<file path="src/rtl/finv_table_gen.sv">
// Writer for the 2048-word reciprocal table: per segment, secant gradient and intercept as IEEE singles.
// Optional FINV_TABLE_GEN_AUTOSTART_EN: start a generation run automatically once reset releases.
module finv_table_gen (
  input  logic        clk,
  input  logic        rst,
  input  logic        start,
  output logic        busy,
  output logic        done,
  output logic        wr_en,
  output logic [10:0] wr_addr,
  output logic [31:0] wr_data
);

  typedef enum logic [2:0] {IDLE, DIV0, DIV, CONV, WR_G, WR_S} state_t;

  state_t      state, state_nx;
  logic [9:0]  h;
  logic [4:0]  cnt;
  logic [11:0] rem, rem_nx, divisor;
  logic [12:0] shifted;
  logic [24:0] q;
  logic [25:0] q_nx, r0, r1;
  logic        ge, div_last, go;

`ifdef FINV_TABLE_GEN_AUTOSTART_EN
  logic auto_pend;
  always_ff @(posedge clk) auto_pend <= rst;
  assign go = start | auto_pend;
`else
  assign go = start;
`endif

  // Restoring divide of 2^35 by A: the top dividend bits leave 512 as the initial remainder.
  assign divisor  = 12'd1024 + {2'b00, h} + {11'd0, state == DIV};
  assign shifted  = {(cnt == 5'd0) ? 12'd512 : rem, 1'b0};
  assign ge       = shifted >= {1'b0, divisor};
  assign rem_nx   = ge ? 12'(shifted - {1'b0, divisor}) : shifted[11:0];
  assign q_nx     = {(cnt == 5'd0) ? 25'd0 : q, ge};
  assign div_last = cnt == 5'd25;

  logic [14:0] d;
  logic [10:0] a;
  logic [26:0] g, s, conv_in;
  logic [4:0]  p;
  logic [22:0] mant;
  logic [31:0] fp_word;

  assign d = 15'(r0 - r1);
  assign a = {1'b1, h};
  assign g = {2'b00, d, 10'd0};
  assign s = {1'b0, r0} + 27'({12'd0, d} * {16'd0, a});
  assign conv_in = (state == CONV) ? g : s;

  // One converter serves both words: G in CONV, S in WR_G.
  always_comb begin
    p = 5'd0;
    for (int i = 0; i < 27; i++)
      if (conv_in[i]) p = 5'(i);
    if (p >= 5'd23) mant = 23'(conv_in >> (p - 5'd23));
    else            mant = 23'(conv_in << (5'd23 - p));
    fp_word = (conv_in == 27'd0) ? 32'd0 : {1'b0, 8'd103 + {3'd0, p}, mant};
  end

  always_ff @(posedge clk) begin
    if (rst) state <= IDLE;
    else     state <= state_nx;
  end

  always_comb begin
    state_nx = state;
    case (state)
      IDLE:    if (go) state_nx = DIV0;
      DIV0:    if (div_last) state_nx = DIV;
      DIV:     if (div_last) state_nx = CONV;
      CONV:    state_nx = WR_G;
      WR_G:    state_nx = WR_S;
      WR_S:    state_nx = (h == 10'd1023) ? IDLE : DIV;
      default: state_nx = IDLE;
    endcase
  end

  always_comb begin
    busy  = state != IDLE;
    wr_en = (state == WR_G) || (state == WR_S);
  end

  always_ff @(posedge clk) begin
    if (rst) begin
      h <= '0; cnt <= '0; rem <= '0; q <= '0; r0 <= '0; r1 <= '0;
      done <= 1'b0; wr_addr <= '0; wr_data <= '0;
    end else begin
      case (state)
        IDLE: if (go) begin
          done <= 1'b0;
          h    <= '0;
        end
        DIV0, DIV: begin
          rem <= rem_nx;
          q   <= q_nx[24:0];
          cnt <= div_last ? 5'd0 : cnt + 5'd1;
          if (div_last) begin
            if (state == DIV0) r0 <= q_nx;
            else               r1 <= q_nx;
          end
        end
        CONV: begin
          wr_addr <= {h, 1'b0};
          wr_data <= fp_word;
        end
        WR_G: begin
          wr_addr <= {h, 1'b1};
          wr_data <= fp_word;
        end
        WR_S: begin
          // R(A+1) of this segment is R(A) of the next one.
          r0   <= r1;
          h    <= h + 10'd1;
          done <= h == 10'd1023;
        end
        default: ;
      endcase
    end
  end

endmodule

</file>
<file path="config.mk">
export PLATFORM = sky130hd
export DESIGN_NAME = finv_table_gen
export DESIGN_NICKNAME = d
export VERILOG_FILES = /design/src/rtl/finv_table_gen.sv
export SDC_FILE = /design/constraint.sdc
export NUM_CORES = 1
export LEC_CHECK = 0
export CORE_MARGIN = 2
export CORE_UTILIZATION = 56
export CTS_BUF_LIST = sky130_fd_sc_hd__clkbuf_4
export CTS_CLUSTER_SIZE = 30
export DETAILED_ROUTE_END_ITERATION = 8
export PLACE_DENSITY_LB_ADDON = 0.08
export SKIP_CTS_REPAIR_TIMING = 1
export SLEW_MARGIN = 20
export SYNTH_ARGS = -nofsm -noshare
export SYNTH_HDL_FRONTEND = slang
export SYNTH_SLANG_ARGS = --single-unit
</file>
<file path="constraint.sdc">
create_clock -name clk -period 13.5 [get_ports clk]
set_input_delay 2.025 -clock clk [delete_from_list [all_inputs] [get_ports clk]]
set_output_delay 2.025 -clock clk [all_outputs]
set_load 0.1 [all_outputs]
</file>
==> results.md <==
- Status: complete, no violations
- Sequential area share after synthesis: 16.8%
- Reg-to-reg startpoint: r1[0]
- Largest net degree at the start of global routing: 77
- Top FF cell, synth: dfxtp_1
- Core area: 0.0316 sq mm
- Commonest non-fill, non-tap cell in the layout: nand2_1
- Synth Area in XOR/XNOR: 1.96%
- Arr. time, crit path: 12.03 ns
- Peak Freq: 0.0872 GHz
- Reg clk slew, reported paths: 0.16 ns
- Hold Path Sink: wr_data[27]
- FF+latch count, synth: 150
- Levels on crit path: 39
- Worst path max stage delay: 0.92 ns
- Final Cycle Share: 84.9%
- Synth top area share: roughly 17%
- WP buf/inv: 8
- RSZ-0062 raised after global routing: no
- Commonest non-fill, non-tap cells in the layout: nand2_1, inv_1, a21oi_1, nor2_1, dfxtp_1
- Least-Margin Pin Slew: 1.02 ns
- Setup WS pre-CTS: roughly 2.3 ns
- Routed len/inst: 21.4 um
- DR DRC count: 0
- Nets: 2533
- Vias in the first global route: 17.0k
- Finished Cell Area: between 0.015 and 0.02 sq mm
- Yosys Warn Count: 0
- Die area: 0.0334 sq mm
- R2r setup slk: 2.04 ns
- Layout cells sized above 1: 6.65%
- Final Max Slew Viols: 0
- Worst endpoint required time: roughly 14 ns
- Root buffer cell: clkbuf_4
- Min Tclk post-route: 11.46 ns
- Crit. End Element: flop
- First-pass detailed-route iteration total: 6
- Deepest clock path buffer count: 2
- CTS H-Tree Depth: 4
- HP Start: wr_data[27]
- P_int: between 0.6 and 0.7 mW
- GRT Overall Usage: a little over a third
- Post-synth EDFFs: 0
- Sequential cell area: 0.00300 sq mm
- Worst path slowest cell: a2111oi_4
- Antenna violations before repair: 1
- Skew final: 0.0284 ns
- Mean post-synth cell area: 7.65 sq um
- Post-route ant nets: 0
- Post-Synth Adder-Cell Area: 23.0%
- Worst hold stages: 2
- Dpl hpwl: ~44000 um
- Setup TNS: 0 ns
- Worst hold path type: reg2reg
- CP Class: reg2reg
- Total number of vias: ~17k
- Largest delay contributor family on the critical path: compound AO/OA/AOI/OAI gates
- Ports: 49
- Final Hold Viols: 0
- Initial Utilization: 56.7%
- Clock power frac: 39.7%
- Worst-skew pair later-pin latency: 0.67 ns
- CTS tree: yes
- Placed inst area: 0.0185 sq mm
- Chip width: roughly 180 um
- Mux cell area share after synthesis: between 3 and 4%
- CP Max Fanout: 15
- Final setup fails: 0
- Area leader, netlist: dfxtp_1
- Max VDD drop: 0.0777 mV
- Total grt overflow: 0
- NetSw: 0.261 mW
- Post-synth net total: 2585
- Gate power share: between 8 and 9%
- P&R area growth vs syn: 5.29%
- WL final: 57700 um
- Main combinational cell family by area after synthesis: compound AO/OA/AOI/OAI gates
- PortBufs: between 40 and 50
- Synth Cell Area: 0.0179 sq mm
- R2r endpoint: wr_data[3]
- Pleak: 7.38 nW
- Post-synthesis compound-gate area fraction: 23.8%
- PwrDens: approximately 46 mW/mm^2
- Cells after synthesis: roughly 2.3k
- Area contributors post-synth: dfxtp_1, fa_1, nand2_1, ha_1, inv_1
- Clock tree sinks: 150
- Simple-Gate Fraction of Synth Area: between 20% and 30%
- Total CTS buffers: 17
- Num rows: 65
- Number of max-cap violations: 0
- Worst Slack Setup Final: ~2.0 ns
- RD Place Congestion: 1.02
- Vias per inst: 6.42
- CP dominant cell by count: inv_1
- Relative slew slack: 31.2%
- Overall die height: 183 um
- Fill cells: 2940
- Startpoint Class: flop
- Reg2Reg Depth: 39
- Drt first-iter violations: 1576
- Switch share: 30.1%
- Global-route wire length before repair: 93000 um
- Asr flop ratio synth: 0%
- Sequential power share: 51.9%
- Yosys cell types: 101
- Area of the multi-input gates: 0.0133 sq mm
logic make-up (layout without fill, tap and decap cells):
logic type                 count (synthesis)  count (layout)
and+or+nand+nor                          854             854
AOI/OAI and AO/OA                        599             599
buffers and inverters                    408             369
adders and majority gates                242             242
DFF                                      150             150
muxes                                     52              52
xor gates and xnor gates                  34              34
other                                      1               2
per-layer routing:
layer  global-route usage [%]  vias up  part of all wire [%]
met1                     47.6     8370                    42
met4                     14.6        0                   3.7
met3                     6.71      145                   8.9
met2                     56.0      838                    45
met5                        0        -                     0
li1                         -     7994                     -
worst register-to-register path, delay by kind of cell, from the launching register on:
kind	cells	cell delay, ns
buffers and inverters	8	0.68
AND/OR/NAND/NOR	9	2.14
AO/OA/AOI/OAI	12	4.09
XOR/XNOR	1	0.16
flip-flops	1	0.42
adder cells (fa/ha/maj)	9	3.88
cell type report:
class,instances,share of cell area (%)
clock buffer,17,0.677
tap,402,2.67
antenna,1,0.0133
clock inverter,15,1.11
sequential,150,15.9
multi-input combinational,1782,70.6
inverter,252,5.02
timing repair buffer,85,4.00
through the flow:
step | hold slack (ns) | power [mW] | cells | util [%]
global placement | 0.442 | 0.531 | 2671 | 58.6
floorplan | 0.432 | 0.515 | 2340 | -
detailed placement | 0.444 | 0.532 | 2671 | 58.6
global route | 0.491 | 0.898 | 2704 | 59.7
CTS | 0.463 | 0.872 | 2703 | 59.7
finish | 0.464 | 0.868 | 2704 | 59.7
registers in the layout, summed over array words and instances, names as in the netlist:
| register | cells |
|---|---|
| cnt | 5 |
| done | 1 |
| h | 10 |
| q | 25 |
| r0 | 26 |
| r1 | 26 |
| rem | 12 |
| state | 3 |
| wr_addr | 11 |
| wr_data | 31 |
synthesized netlist by cell type (all sizes together), types with 9 or more instances:
master / n
and3: 17
o21ai: 88
nor2: 168
nand2: 329
nand3: 131
o31ai: 12
nor4: 11
nor3: 48
a311oi: 31
buf: 56
o211ai: 34
xnor2: 20
ha: 98
a31oi: 14
o22ai: 14
o21a: 19
fa: 144
a21o: 27
or3: 17
mux2i: 38
nand4: 11
a211oi: 47
nor2b: 14
a22oi: 20
o2111ai: 14
xor2: 14
a21boi: 10
mux2: 13
dfxtp: 150
a211o: 12
a221oi: 9
a21oi: 177
clkbuf: 100
nand2b: 15
and2: 65
inv: 252
how the worst max path moves through the flow:
stage	start	end	slack [ns]
after floorplan	r0[0]	wr_data[3]	3.52
final	r1[0]	wr_data[3]	2.04
after global routing	r0[0]	wr_data[3]	1.47
after CTS	r0[0]	wr_data[3]	2.22
after detailed placement	r0[0]	wr_data[3]	2.26
after global placement	r0[0]	wr_data[3]	2.59
power groups by stage:
stage,registers (mW),logic (mW),clock network [mW]
after global routing,0.451,0.0817,0.366
after floorplan,0.458,0.0565,0
after global placement,0.459,0.0718,0
after detailed placement,0.460,0.0727,0
after CTS,0.450,0.0729,0.349
final,0.450,0.0734,0.344
Note: power is estimated with default switching activity, not from simulation.
